### src/rtl/if_fetch_unit_pkg.sv
// Shared types and constants for the instruction-fetch front end.
package if_fetch_unit_pkg;

    typedef enum logic [1:0] {
        S_FETCH   = 2'd0,
        S_HOLD    = 2'd1,
        S_DISCARD = 2'd2
    } fetch_state_e;

    localparam logic [31:0] NOP     = 32'h0000_0000;
    localparam logic [31:0] PC_INCR = 32'd4;

    typedef struct packed {
        logic [31:0] pcplus4;
        logic [31:0] instr;
    } fetch_pkt_t;

    // Fetch addresses are always word aligned.
    function automatic logic [31:0] align_pc(input logic [31:0] a);
        return {a[31:2], 2'b00};
    endfunction

endpackage

### src/rtl/if_fetch_unit_hold_buf.sv
// One-entry holding register for a word fetched while decode is stalled.
module if_hold_buf
    import if_fetch_unit_pkg::*;
(
    input  logic       clk,
    input  logic       rst,
    input  logic       load_i,
    input  logic       clear_i,
    input  fetch_pkt_t data_i,
    output logic       valid_o,
    output fetch_pkt_t data_o
);

    logic       valid_q, valid_d;
    fetch_pkt_t data_q,  data_d;

    always_comb begin
        valid_d = valid_q;
        data_d  = data_q;
        if (clear_i) begin
            valid_d = 1'b0;
            data_d  = '0;
        end else if (load_i) begin
            valid_d = 1'b1;
            data_d  = data_i;
        end
    end

    always_ff @(posedge clk) begin
        if (!rst) begin
            valid_q <= 1'b0;
            data_q  <= '0;
        end else begin
            valid_q <= valid_d;
            data_q  <= data_d;
        end
    end

    assign valid_o = valid_q;
    assign data_o  = data_q;

endmodule

### src/rtl/if_fetch_unit.sv
// Instruction-fetch front end: owns the PC, talks req/ack to imem and writes
// the IF/ID register, with a one-word stall buffer and redirect flushing.
module if_fetch_unit
    import if_fetch_unit_pkg::*;
#(
    parameter logic [31:0] RESET_PC = 32'h0000_0000
) (
    input  logic        clk,
    input  logic        rst,
    output logic        imem_req,
    output logic [31:0] imem_addr,
    input  logic        imem_ack,
    input  logic [31:0] imem_rdata,
    input  logic        stall,
    input  logic        redirect_valid,
    input  logic [31:0] redirect_pc,
    output logic [31:0] PCplus4,
    output logic [31:0] Instruction,
    output logic        inst_valid
);

    fetch_state_e state_q, state_d;
    logic [31:0]  pc_q, pc_d;
    logic [31:0]  tgt_q, tgt_d;
    fetch_pkt_t   out_q, out_d;
    logic         vld_q, vld_d;

    logic         buf_load, buf_clear, buf_valid;
    fetch_pkt_t   buf_data, fetched;
    logic [31:0]  pc_next, redir_tgt;

    assign pc_next   = pc_q + PC_INCR;
    assign redir_tgt = align_pc(redirect_pc);
    assign fetched   = '{pcplus4: pc_next, instr: imem_rdata};

    if_hold_buf u_hold_buf (
        .clk     (clk),
        .rst     (rst),
        .load_i  (buf_load),
        .clear_i (buf_clear),
        .data_i  (fetched),
        .valid_o (buf_valid),
        .data_o  (buf_data)
    );

    always_ff @(posedge clk) begin
        if (!rst) state_q <= S_FETCH;
        else      state_q <= state_d;
    end

    always_comb begin
        state_d = state_q;
        unique case (state_q)
            S_FETCH: begin
                if (redirect_valid)      state_d = imem_ack ? S_FETCH : S_DISCARD;
                else if (imem_ack && stall) state_d = S_HOLD;
            end
            S_HOLD: begin
                if (redirect_valid || !stall) state_d = S_FETCH;
            end
            S_DISCARD: begin
                if (imem_ack) state_d = S_FETCH;
            end
            default: state_d = S_FETCH;
        endcase
    end

    // Datapath next-state; a redirect always bubbles the outputs, stall alone freezes them.
    always_comb begin
        pc_d      = pc_q;
        tgt_d     = tgt_q;
        out_d     = out_q;
        vld_d     = vld_q;
        buf_load  = 1'b0;
        buf_clear = 1'b0;
        if (redirect_valid) begin
            out_d = '{pcplus4: 32'h0, instr: NOP};
            vld_d = 1'b0;
        end
        unique case (state_q)
            S_FETCH: begin
                if (redirect_valid) begin
                    if (imem_ack) pc_d  = redir_tgt;
                    else          tgt_d = redir_tgt;
                end else if (imem_ack) begin
                    pc_d = pc_next;
                    if (stall) begin
                        buf_load = 1'b1;
                    end else begin
                        out_d = fetched;
                        vld_d = 1'b1;
                    end
                end else if (!stall) begin
                    out_d = '{pcplus4: 32'h0, instr: NOP};
                    vld_d = 1'b0;
                end
            end
            S_HOLD: begin
                if (redirect_valid) begin
                    buf_clear = 1'b1;
                    pc_d      = redir_tgt;
                end else if (!stall) begin
                    buf_clear = 1'b1;
                    out_d     = buf_data;
                    vld_d     = buf_valid;
                end
            end
            S_DISCARD: begin
                if (redirect_valid) tgt_d = redir_tgt;
                if (imem_ack)       pc_d  = redirect_valid ? redir_tgt : tgt_q;
                if (!redirect_valid && !stall) begin
                    out_d = '{pcplus4: 32'h0, instr: NOP};
                    vld_d = 1'b0;
                end
            end
            default: ;
        endcase
    end

    always_ff @(posedge clk) begin
        if (!rst) begin
            pc_q  <= RESET_PC;
            tgt_q <= RESET_PC;
            out_q <= '0;
            vld_q <= 1'b0;
        end else begin
            pc_q  <= pc_d;
            tgt_q <= tgt_d;
            out_q <= out_d;
            vld_q <= vld_d;
        end
    end

    assign imem_req    = rst && (state_q == S_FETCH || state_q == S_DISCARD);
    assign imem_addr   = pc_q;
    assign PCplus4     = out_q.pcplus4;
    assign Instruction = out_q.instr;
    assign inst_valid  = vld_q;

endmodule

### config.mk
export PLATFORM = sky130hd
export DESIGN_NAME = if_fetch_unit
export DESIGN_NICKNAME = d
export VERILOG_FILES = /design/src/rtl/if_fetch_unit_pkg.sv /design/src/rtl/if_fetch_unit_hold_buf.sv /design/src/rtl/if_fetch_unit.sv
export SDC_FILE = /design/constraint.sdc
export NUM_CORES = 1
export LEC_CHECK = 0
export ABC_AREA = 1
export ABC_CLOCK_PERIOD_IN_PS = 1700
export BUFFER_PORTS_ARGS = -buffer_cell sky130_fd_sc_hd__clkbuf_2
export CAP_MARGIN = 20
export CORE_MARGIN = 5
export CORE_UTILIZATION = 40
export DETAILED_ROUTE_END_ITERATION = 8
export PLACE_DENSITY_LB_ADDON = 0.05
export SETUP_SLACK_MARGIN = 0.02
export SLEW_MARGIN = 20
export SYNTH_ARGS = -nofsm -noshare
export SYNTH_HDL_FRONTEND = slang
export SYNTH_SLANG_ARGS = --single-unit
### constraint.sdc
create_clock -name clk -period 1.7 [get_ports clk]
set_clock_uncertainty 0.05 [all_clocks]
set_input_delay 0 -clock clk [delete_from_list [all_inputs] [get_ports clk]]
set_output_delay 0 -clock clk [all_outputs]
set_load 0.005 [all_outputs]
==> run metrics, run 1 <==
crit-path max cell delay=370 ps; Mapped Area=9766 sq um; vias in the first global route=10540; die area=27640 sq um; Synth Area in Compound Gates=25.62%; Initial Utilization=40.39%; DR WL/cell=17.96 um; H-tree levels=4; simple-gate share of the synthesized area=25.15%; drc violations=0; area added between synthesis and finish=49.06%; Routed Wire Length=38210 um; total power=13.02 mW; fin nets=1864; post-route worst setup slack=-66.80 ps; Tmin final=1767 ps; die width=166.3 um; # setup viols final=35; relative slew slack=66.38%; first-pass GRT wire length=57250 um; register area share after synthesis=40.18%; Primary FF master, synth=dfxtp_1; synth warn=0; main combinational cell family by area after synthesis=compound AO/OA/AOI/OAI gates; Ports=167; standard-cell row count=57; Data required, critical path=1990 ps; PortBufs=164; syn avg cell area=6.680 sq um; WHS=34.75 ps; post-route ant nets=0; worst min-delay path category=in2reg; gr ovfl total=0; Core ar.=24180 sq um; Multi-input gate area=5757 sq um; share of cells above drive strength 1=31.89%; maximum vdd drop=563.5 uV; initial antenna violation count=0; WS Path Type=reg2reg; vias per cell=5.350; fraction of registers with async set/reset=0%; GPL Wtd Cong=0.9093; clk buf depth=2; RSZ-0062 raised after global routing=yes; max-cap violations=0; register area=3960 sq um; ANT cells=0; Fmax=0.5660 GHz; EDFF count, synth=0; DR iter-0 viols=998; vias=11380; failing checks=negative setup slack; CTS tree=built; Final Util=60.21%; fin crit share=103.9%; mux share of post-synthesis cell area=0%; largest net degree at the start of global routing=60; Mapped Cells=1462; crit path DAT=2060 ps; status=complete, but fails checks; Area after DPL=11900 sq um; post-synthesis cell type count=33; fillers=2249; dpl cells=1995; Mapped Nets=1536; xor/xnor share of the synthesized area=0.6278%; Worst setup SP type=register; Leakage=6.240 nW; Worst Max-Slew Pin Slew=504.3 ps; die height=166.3 um; Hold Fails Final Rpt=0; Crit-path slowest cell=dfxtp_4; post-DP HPWL=23940 um; DR pass1 iterations=5; fin area=14560 sq um; critical path endpoint category=register; CTS Buf Count=17; post-synthesis register bit count=196; Cell Count, Final, Fillers Out=2127; total track usage=25.29%; clock latency on the worst-skew pair=440 ps; clock slew at reported path FFs=90 ps; most used cell, CP=nor2_4; CP max FO=8; fin. max-slew vios=0; clock sinks=196; post-synthesis adder-cell area fraction=0.6406%; Power Dens Cells=894.6 nW/um^2; root buf cell=clkbuf_16; critical-path cell list=inv_6 -> ha_4 -> inv_4 -> nor2_4 -> inv_2 -> nor2_4 -> buf_6 -> clkbuf_16 -> nand2_2 -> o211ai_1 -> inv_1
==> where the power goes <==
group | switching (mW) | total, mW | internal, mW | leakage [nW]
sequential | 0.255 | 5.17 | 4.92 | 1.61
combinational | 1.89 | 3.41 | 1.52 | 4.32
clock | 2.34 | 4.44 | 2.10 | 0.311
total | 4.49 | 13.0 | 8.53 | 6.24
==> metrics by stage <==
| step | setup WS (ps) | TNS [ps] |
|---|---|---|
| 4_1_cts | -50.44 | -222.8 |
| 6_report | -66.80 | -972.3 |
| 3_5_place_dp | -231.6 | -16040 |
| 5_1_grt | -133.1 | -8634 |
| 3_3_place_gp | -218.3 | -11940 |
| 2_1_floorplan | -38.94 | -38.94 |
==> cell families after synthesis <==
kind of cell               after synthesis
and+or+nand+nor                        614
AOI/OAI and AO/OA                      455
buffers and inverters                  185
adders and majority gates                5
DFF                                    196
xor gates and xnor gates                 7
==> metal layers <==
layer	part of all wire, %	vias to the layer above	global-route usage, %
li1	-	5539	-
met1	44	5460	33.96
met2	49	329	43.11
met3	4.6	51	3.499
met4	2.0	0	6.368
met5	0	-	0
==> worst paths after layout <==
| check | start | end | slack [ps] | cells after the start |
|---|---|---|---|---|
| setup reg to reg | state_q[1] | u_hold_buf.data_o[62] | -70 | 11 |
| hold reg to reg | u_hold_buf.data_o[32] | u_hold_buf.data_o[32] | 410 | 2 |
| setup / recovery | state_q[1] | u_hold_buf.data_o[62] | -70 | 11 |
| hold / removal | redirect_valid | PCplus4[31] | 30 | 4 |
==> synth_stat cells (2+ instances only) <==
cell,n,area [sq um]
a22o_1,27,236.5
nor2_2,5,31.28
nor2_4,2,22.52
and2_1,2,12.51
a21oi_1,255,1276
clkinv_1,2,7.510
nand2_2,3,18.77
o22ai_1,8,50.05
inv_1,73,274.0
xnor2_1,2,17.52
o21ai_0,122,610.6
buf_2,33,165.2
o21bai_1,8,60.06
xor2_1,5,43.79
inv_2,10,37.54
o211ai_1,17,127.6
ha_1,5,62.56
buf_4,6,45.04
o2bb2ai_1,5,43.79
nand2_1,402,1509
clkbuf_1,51,191.4
nor2_1,111,416.7
o21ai_2,2,17.52
buf_1,9,33.78
dfxtp_1,196,3924
o21ai_1,6,30.03
nand3_1,88,440.4
o221ai_1,2,17.52
==> worst max-delay path: cells and delay by family (launching register included) <==
family	cells	cell delay [ps]
flip-flops	1	370
buffers and inverters	6	610
adder cells (fa/ha/maj)	1	170
AND/OR/NAND/NOR	3	380
AO/OA/AOI/OAI	1	90
==> timing repair <==
action,4_1_cts,5_1_grt
endpoints found under the setup margin,192,173
endpoints found under the hold margin,115,0
pin swaps,18,40
buffers inserted,5,18
hold buffers,62,0
cloned,5,12
resized for setup,107,199
==> cells in the final DEF, fill, tap and decap left out, types with 20 or more instances in the layout <==
master and n:
a21oi_1 232, a21oi_2 24, a22o_1 27, buf_12 20, buf_4 125, buf_6 21, clkbuf_16 26, clkbuf_2 164
dfxtp_1 173, dfxtp_2 20, dlygate4sd3_1 62, inv_1 69, nand2_1 353, nand2_2 42, nand3_1 72, nor2_1 88
o21ai_0 65, o21ai_1 47
==> sequential cells by signal, indices dropped and copies added, names as in the netlist <==
name	flops
u_hold_buf.data_o	64
Instruction	32
PCplus4	32
imem_addr	32
tgt_q	32
state_q	2
inst_valid	1
u_hold_buf.valid_o	1
==> cell type report <==
cell class,count,area share (%)
multi-input cells,1081,39.55
flip-flops and latches,196,27.20
repair buffers,409,23.51
clock buffers,17,2.922
well taps,324,2.785
inverters,85,2.484
clock inverters,15,1.547
Power figures use the tool's default switching activity.
==> run 2: changes to the inputs <==
- CAP_MARGIN: 20 -> 40
- CELL_PAD_IN_SITES_DETAIL_PLACEMENT: default -> 0
- CELL_PAD_IN_SITES_GLOBAL_PLACEMENT: default -> 1
- CORE_UTILIZATION: 40 -> 36
- PLACE_DENSITY: default -> 0.73
- PLACE_DENSITY_LB_ADDON: 0.05 -> default
==> run 2 against run 1 <==
Effect of this change: the run still ends with negative setup slack left; non-clock buffer count is 17 lower; via count decreased by 1.9%; clock-buffer cell count unchanged; routed wire length decreased by 3.8%; die area rose by 10%; clock power down 4%; critical path depth unchanged; combinational power shrank 1%; highest routed layer unchanged.
==> run metrics, run 2 (same netlist as run 1, synthesis figures left out) <==
critical path depth in cells=11 (unchanged); fin crit share=106.2% (was 103.9%); post-route ant nets=0 (unchanged); die width=174.7 um (was 166.3 um); CTS Buf Count=17 (unchanged); Routed Wire Length=36760 um (was 38210 um); Crit path buffers/inverters=5 (was 6); Power Dens Cells=903.4 nW/um^2 (was 894.6 nW/um^2); dpl cells=2007 (was 1995); largest net degree at the start of global routing=65 (was 60); Fmax=0.5536 GHz (was 0.5660 GHz); clock slew at reported path FFs=90 ps (about the same); CP max FO=5 (was 8); hold depth=3 (was 4); GPL Wtd Cong=0.9118 (was 0.9093); most common cell after layout, fill and taps aside=nand2_1 (unchanged); maximum vdd drop=497.0 uV (was 563.5 uV); die area=30520 sq um (was 27640 sq um); vias=11160 (was 11380); max-cap violations=0 (unchanged); TNS Setup=-2293 ps (was -972.3 ps); failing checks=negative setup slack (unchanged); DR iter-0 viols=884 (was 998); critical-path cell list=buf_6 -> ha_4 -> buf_6 -> nor2_4 -> o21ai_4 -> a21oi_4 -> buf_6 -> buf_12 -> buf_16 -> o21ai_2 -> a21oi_2 (was inv_6 -> ha_4 -> inv_4 -> nor2_4 -> inv_2 -> nor2_4 -> buf_6 -> clkbuf_16 -> nand2_2 -> o211ai_1 -> inv_1); RSZ-0062 raised after global routing=yes (unchanged); WS Path Type=reg2reg (unchanged); status=complete, but fails checks (unchanged); worst min-delay path category=in2reg (unchanged); most frequent cells in the layout=391 x nand2_1, 236 x a21oi_1, 177 x dfxtp_1 (was 353 x nand2_1, 232 x a21oi_1, 173 x dfxtp_1); PortBufs=164 (unchanged); total power=12.77 mW (was 13.02 mW); CP delay by family, top=buffers and inverters (unchanged); root buf cell=clkbuf_16 (unchanged); Ports=167 (unchanged); clock latency on the worst-skew pair=450 ps (was 440 ps); H-tree levels=4 (unchanged); share of cells above drive strength 1=27.55% (was 31.89%); Worst setup SP type=register (unchanged); Leakage=6.037 nW (was 6.240 nW); post-route worst setup slack=-106.2 ps (was -66.80 ps); Cell Count, Final, Fillers Out=2127 (unchanged); gr ovfl total=0 (unchanged); clock sinks=196 (unchanged); standard-cell row count=60 (was 57); post-DP HPWL=24160 um (was 23940 um); Initial Utilization=36.44% (was 40.39%); fin nets=1847 (was 1864); Data required, critical path=2030 ps (was 1990 ps); vias per cell=5.246 (was 5.350); Tmin final=1806 ps (was 1767 ps); Final Util=52.72% (was 60.21%); fillers=2634 (was 2249); drc violations=0 (unchanged); vias in the first global route=10540 (about the same); crit path DAT=2140 ps (was 2060 ps); Crit-path slowest cell=dfxtp_2 (was dfxtp_4); area added between synthesis and finish=44.69% (was 49.06%); # setup viols final=61 (was 35); dpl ws=-390.7 ps (was -231.6 ps); clk buf depth=2 (unchanged); R2R depth=11 (unchanged); die height=174.7 um (was 166.3 um); Hold Fails Final Rpt=0 (unchanged); relative slew slack=73.96% (was 66.38%); critical path endpoint category=register (unchanged); most used cell, CP=buf_6 (was nor2_4); ANT cells=0 (unchanged); DR WL/cell=17.28 um (was 17.96 um); total track usage=23.08% (was 25.29%); DR pass1 iterations=7 (was 5); number of flip-flops in the largest register=64 (unchanged); Worst Max-Slew Pin Slew=390.6 ps (was 504.3 ps); Core ar.=26800 sq um (was 24180 sq um); initial antenna violation count=0 (unchanged); crit-path max cell delay=330 ps (was 370 ps); first-pass GRT wire length=57130 um (was 57250 um); fin. max-slew vios=0 (unchanged); CTS tree=built (unchanged)
run 2: worst reg2reg max path: stages (launching register included):
cell	delay, ps
dfxtp_2	330
buf_6	120
ha_4	150
buf_6	110
nor2_4	140
o21ai_4	80
a21oi_4	160
buf_6	170
buf_12	130
buf_16	120
o21ai_2	60
a21oi_2	120
run 2: power by group:
part | switching (mW) | leakage [nW] | internal (mW)
logic | 1.86 | 4.13 | 1.50
registers | 0.233 | 1.61 | 4.91
clock network | 2.23 | 0.297 | 2.03
total | 4.32 | 6.04 | 8.45
run 2: per-layer routing:
layer  vias up  GRT usage, %  routed length [um]
li1       5501             -                   -
met1      5299         30.98               16940
met2       304         38.20               17150
met3        55         3.894                1848
met4         0         6.972                 821
met5         -             0                   0
run 2: layout make-up:
type                       instances  area (sq um)  share of cell area (%)
inverter                          85         346.6                   2.453
clock buffer                      17         425.4                   3.011
tap                              341         426.7                   3.020
sequential                       196          3953                   27.97
timing repair buffer             392          3243                   22.95
multi-input combinational       1081          5538                   39.19
clock inverter                    15         197.7                   1.399
run 2: repair_timing:
| item | 4_1_cts | 5_1_grt |
|---|---|---|
| hold buffers | 62 | 0 |
| gates resized for setup | 123 | 79 |
| gates cloned | 8 | 3 |
| endpoints found under the hold margin | 119 | 0 |
| setup endpoints to repair | 127 | 189 |
| buffers inserted | 16 | 1 |
| pin swaps | 13 | 11 |
run 2: final timing paths:
path	startpoint	to	slack [ps]
min	rst	tgt_q[16]	20
max	state_q[1]	imem_addr[30]	-110
max reg2reg	state_q[1]	imem_addr[30]	-110
min reg2reg	u_hold_buf.data_o[28]	u_hold_buf.data_o[28]	400
run 2: metrics by stage:
| step | hold WS, ps | instance area [sq um] |
|---|---|---|
| 2_1_floorplan | 84.90 | 9782 |
| 3_3_place_gp | 192.1 | 11920 |
| 3_5_place_dp | 195.4 | 11920 |
| 4_1_cts | 0.1030 | 13890 |
| 5_1_grt | 14.17 | 14130 |
| 6_report | 15.69 | 14130 |
==> run 3: changes to the inputs <==
- GPL_ROUTABILITY_DRIVEN: default -> 1
- SYNTH_HIERARCHICAL: default -> 1
==> run 3 against run 2 <==
Effect of this change: the flow still finishes with violations (negative setup slack); critical path type unchanged; critical endpoint is now tgt_q[26]; setup slack improved by 41 ps; global-route usage decreased by 0.68 points; critical path depth decreased by 1; largest cell class unchanged; largest power group is now combinational cells; worst hold slack improved by 32 ps.
==> run metrics, run 3 <==
critical-path cell list=buf_6 -> inv_6 -> ha_4 -> buf_4 -> a21oi_4 -> inv_8 -> buf_12 -> clkbuf_16 -> o21ai_1 -> a21oi_1 (was buf_6 -> ha_4 -> buf_6 -> nor2_4 -> o21ai_4 -> a21oi_4 -> buf_6 -> buf_12 -> buf_16 -> o21ai_2 -> a21oi_2); Ports=167 (unchanged); Net Switching=5.698 mW (was 4.319 mW); Routed Wire Length=37230 um (was 36760 um); dpl ws=-152.0 ps (was -390.7 ps); most common cell after layout, fill and taps aside=nand2_1 (unchanged); drc violations=0 (unchanged); post-DP HPWL=23110 um (was 24160 um); Mapped Area=10180 sq um (was 9766 sq um); maximum vdd drop=779.6 uV (was 497.0 uV); failing checks=negative setup slack (unchanged); fraction of registers with async set/reset=0% (unchanged); Crit-path slowest cell=dfxtp_2 (unchanged); simple-gate share of the synthesized area=29.35% (was 25.15%); DR WL/cell=16.75 um (was 17.28 um); top cells by area, synth=dfxtp_1 39%, nand2_1 20%, a21oi_1 14%, o21ai_0 4.5%, nand3_1 4.4% (was dfxtp_1 40%, nand2_1 15%, a21oi_1 13%, o21ai_0 6.3%, nand3_1 4.5%); total power=15.30 mW (was 12.77 mW); die width=178.1 um (was 174.7 um); Core ar.=27860 sq um (was 26800 sq um); post-synthesis register bit count=196 (unchanged); largest net degree at the start of global routing=63 (was 65); DR iter-0 viols=795 (was 884); most frequent cells in the layout=486 x nand2_1, 253 x a21oi_1, 178 x dfxtp_1 (was 391 x nand2_1, 236 x a21oi_1, 177 x dfxtp_1); relative slew slack=48.18% (was 73.96%); PortBufs=164 (unchanged); register area share after synthesis=38.55% (was 40.18%); Flop pwr share=35.7% (was 40.3%); Final Util=53.44% (was 52.72%); worst hold start=rst (unchanged); post-route worst setup slack=-65.51 ps (was -106.2 ps); gr ovfl total=0 (unchanged); ANT cells=0 (unchanged); vias in the first global route=10370 (was 10540); post-synthesis adder-cell area fraction=0.6146% (was 0.6406%); Synth top area share=38.55% (was 40.18%); H-tree levels=4 (unchanged); post-synthesis cell type count=40 (was 33); Tmin final=1766 ps (was 1806 ps); Worst setup SP type=register (unchanged); top-count cell post-synth=nand2_1 (unchanged); Mapped Cells=1520 (was 1462); synth warn=6 (was 0); fin. max-slew vios=0 (unchanged); die height=178.1 um (was 174.7 um); xor/xnor share of the synthesized area=1.082% (was 0.6278%); worst min-delay path category=in2reg (unchanged); Area after DPL=12190 sq um (was 11920 sq um); fin nets=1906 (was 1847); CTS tree=built (unchanged); mux share of post-synthesis cell area=0% (unchanged); Worst R2R Start=state_q[0] (was state_q[1]); CP max FO=7 (was 5); fin area=14890 sq um (was 14130 sq um); status=complete, but fails checks (unchanged); area added between synthesis and finish=46.27% (was 44.69%); crit-path max cell delay=350 ps (was 330 ps); CP delay by family, top=buffers and inverters (unchanged); initial antenna violation count=0 (unchanged); RSZ-0062 raised after global routing=yes (unchanged); clk buf depth=2 (unchanged); DR pass1 iterations=6 (was 7); max-cap violations=0 (unchanged); die area=31740 sq um (was 30520 sq um); Primary FF master, synth=dfxtp_1 (unchanged); Synth Area in Compound Gates=22.54% (was 25.62%); number of flip-flops in the largest register=64 (unchanged); Sw Share=37.24% (was 33.84%); EDFF count, synth=0 (unchanged); Power Dens Cells=1028 nW/um^2 (was 903.4 nW/um^2); GPL Wtd Cong=0.8602 (was 0.9118); root buf cell=clkbuf_16 (unchanged); crit path DAT=2060 ps (was 2140 ps); standard-cell row count=61 (was 60); clock latency on the worst-skew pair=440 ps (was 450 ps); Mapped Nets=1594 (was 1536); Data required, critical path=1990 ps (was 2030 ps); post-route ant nets=0 (unchanged); first-pass GRT wire length=56420 um (was 57130 um); top cells by count, synth=530 x nand2_1, 290 x a21oi_1, 196 x dfxtp_1 (was 402 x nand2_1, 255 x a21oi_1, 196 x dfxtp_1); share of cells above drive strength 1=31.71% (was 27.55%); Setup crit start=state_q[0] (was state_q[1]); clock sinks=196 (unchanged); Clk network pwr share=28.2% (was 33.4%); Comb power frac=36.1% (was 26.3%); Worst Max-Slew Pin Slew=777.2 ps (was 390.6 ps); total track usage=22.40% (was 23.08%); Crit path buffers/inverters=6 (was 5); Power Internal=9.604 mW (was 8.446 mW); Hold Fails Final Rpt=0 (unchanged); Fmax=0.5664 GHz (was 0.5536 GHz); critical path endpoint category=register (unchanged); CTS Buf Count=17 (unchanged); clock slew at reported path FFs=100 ps (was 90 ps); Initial Utilization=36.54% (was 36.44%); fin crit share=103.9% (was 106.2%); Leakage=6.174 nW (was 6.037 nW); largest area contributor in the netlist=dfxtp_1 (unchanged); WS Path Type=reg2reg (unchanged); vias=11170 (was 11160); main combinational cell family by area after synthesis=simple AND/OR/NAND/NOR gates (was compound AO/OA/AOI/OAI gates); syn avg cell area=6.696 sq um (was 6.680 sq um); vias per cell=5.023 (was 5.246); # setup viols final=83 (was 61)
-- run 3: cell types whose count changed after synthesis, moves of 7 or more --
cell and delta:
o211ai_1 -17, and2_1 +11, inv_1 -19, clkbuf_1 -14, nand2_1 +128, o21ai_0 -31, a21oi_1 +35, buf_2 +7
buf_6 +7, nor2_1 -66, o22ai_1 -8
-- run 3: timing repair --
item / CTS / global route
pin swaps: 19 / 47
hold buffers: 62 / 0
hold endpoints to repair: 123 / 0
gates resized for setup: 89 / 214
gates cloned: 12 / 5
setup endpoints to repair: 191 / 194
setup buffers: 12 / 7
-- run 3: metal layers --
metal	GRT usage, %	vias up	routed length [um]
met1	31.63	5172	17300
met3	3.434	36	1860
met2	36.14	287	17500
li1	-	5672	-
met4	5.124	0	567
met5	0	-	0
-- run 3: final cells by class --
cell class,instances,area (sq um)
timing repair inverter,2,17.52
clock inverter,15,206.4
inverter,64,285.3
clock buffer,17,425.4
tap,378,473.0
sequential,196,3964
timing repair buffer,394,3348
multi-input combinational,1157,6168
fill,2696,12970
-- run 3: worst reg2reg max path, delay by kind of cell, from the launching register on --
family	cells	cell delay, ps
buffers and inverters	6	700
AOI/OAI and AO/OA	3	410
DFF	1	350
adders and majority gates	1	180
-- run 3: worst paths after layout --
| check | end | slack, ps | depth (start not counted) |
|---|---|---|---|
| max | tgt_q[26] | -70 | 10 |
| min | u_hold_buf/data_o[26] | 50 | 4 |
| max reg2reg | tgt_q[26] | -70 | 10 |
| min reg2reg | Instruction[0] | 410 | 2 |
-- run 3: per-stage QoR --
stage | TNS [ps] | instances | hold WS, ps
2_1_floorplan | 0 | 1520 | 97.21
3_3_place_gp | -4770 | 2098 | 209.1
3_5_place_dp | -10940 | 2098 | 208.3
4_1_cts | -1334 | 2215 | 20.90
5_1_grt | -11840 | 2223 | 54.95
6_report | -1821 | 2223 | 48.10
-- run 3: cell families after synthesis --
group           after synthesis
compound gates              427
fa+ha+maj                     5
flops                       196
simple gates                715
buf+inv                     167
xor+xnor                     10
-- run 3: power by group through the flow --
| stage | registers [mW] | clock network (mW) | logic [mW] |
|---|---|---|---|
| 6_report | 5.47 | 4.31 | 5.53 |
| 5_1_grt | 5.52 | 4.60 | 6.01 |
| 4_1_cts | 5.40 | 4.41 | 5.03 |
| 3_5_place_dp | 5.47 | 0 | 4.23 |
| 3_3_place_gp | 5.46 | 0 | 4.21 |
| 2_1_floorplan | 5.49 | 0 | 2.21 |
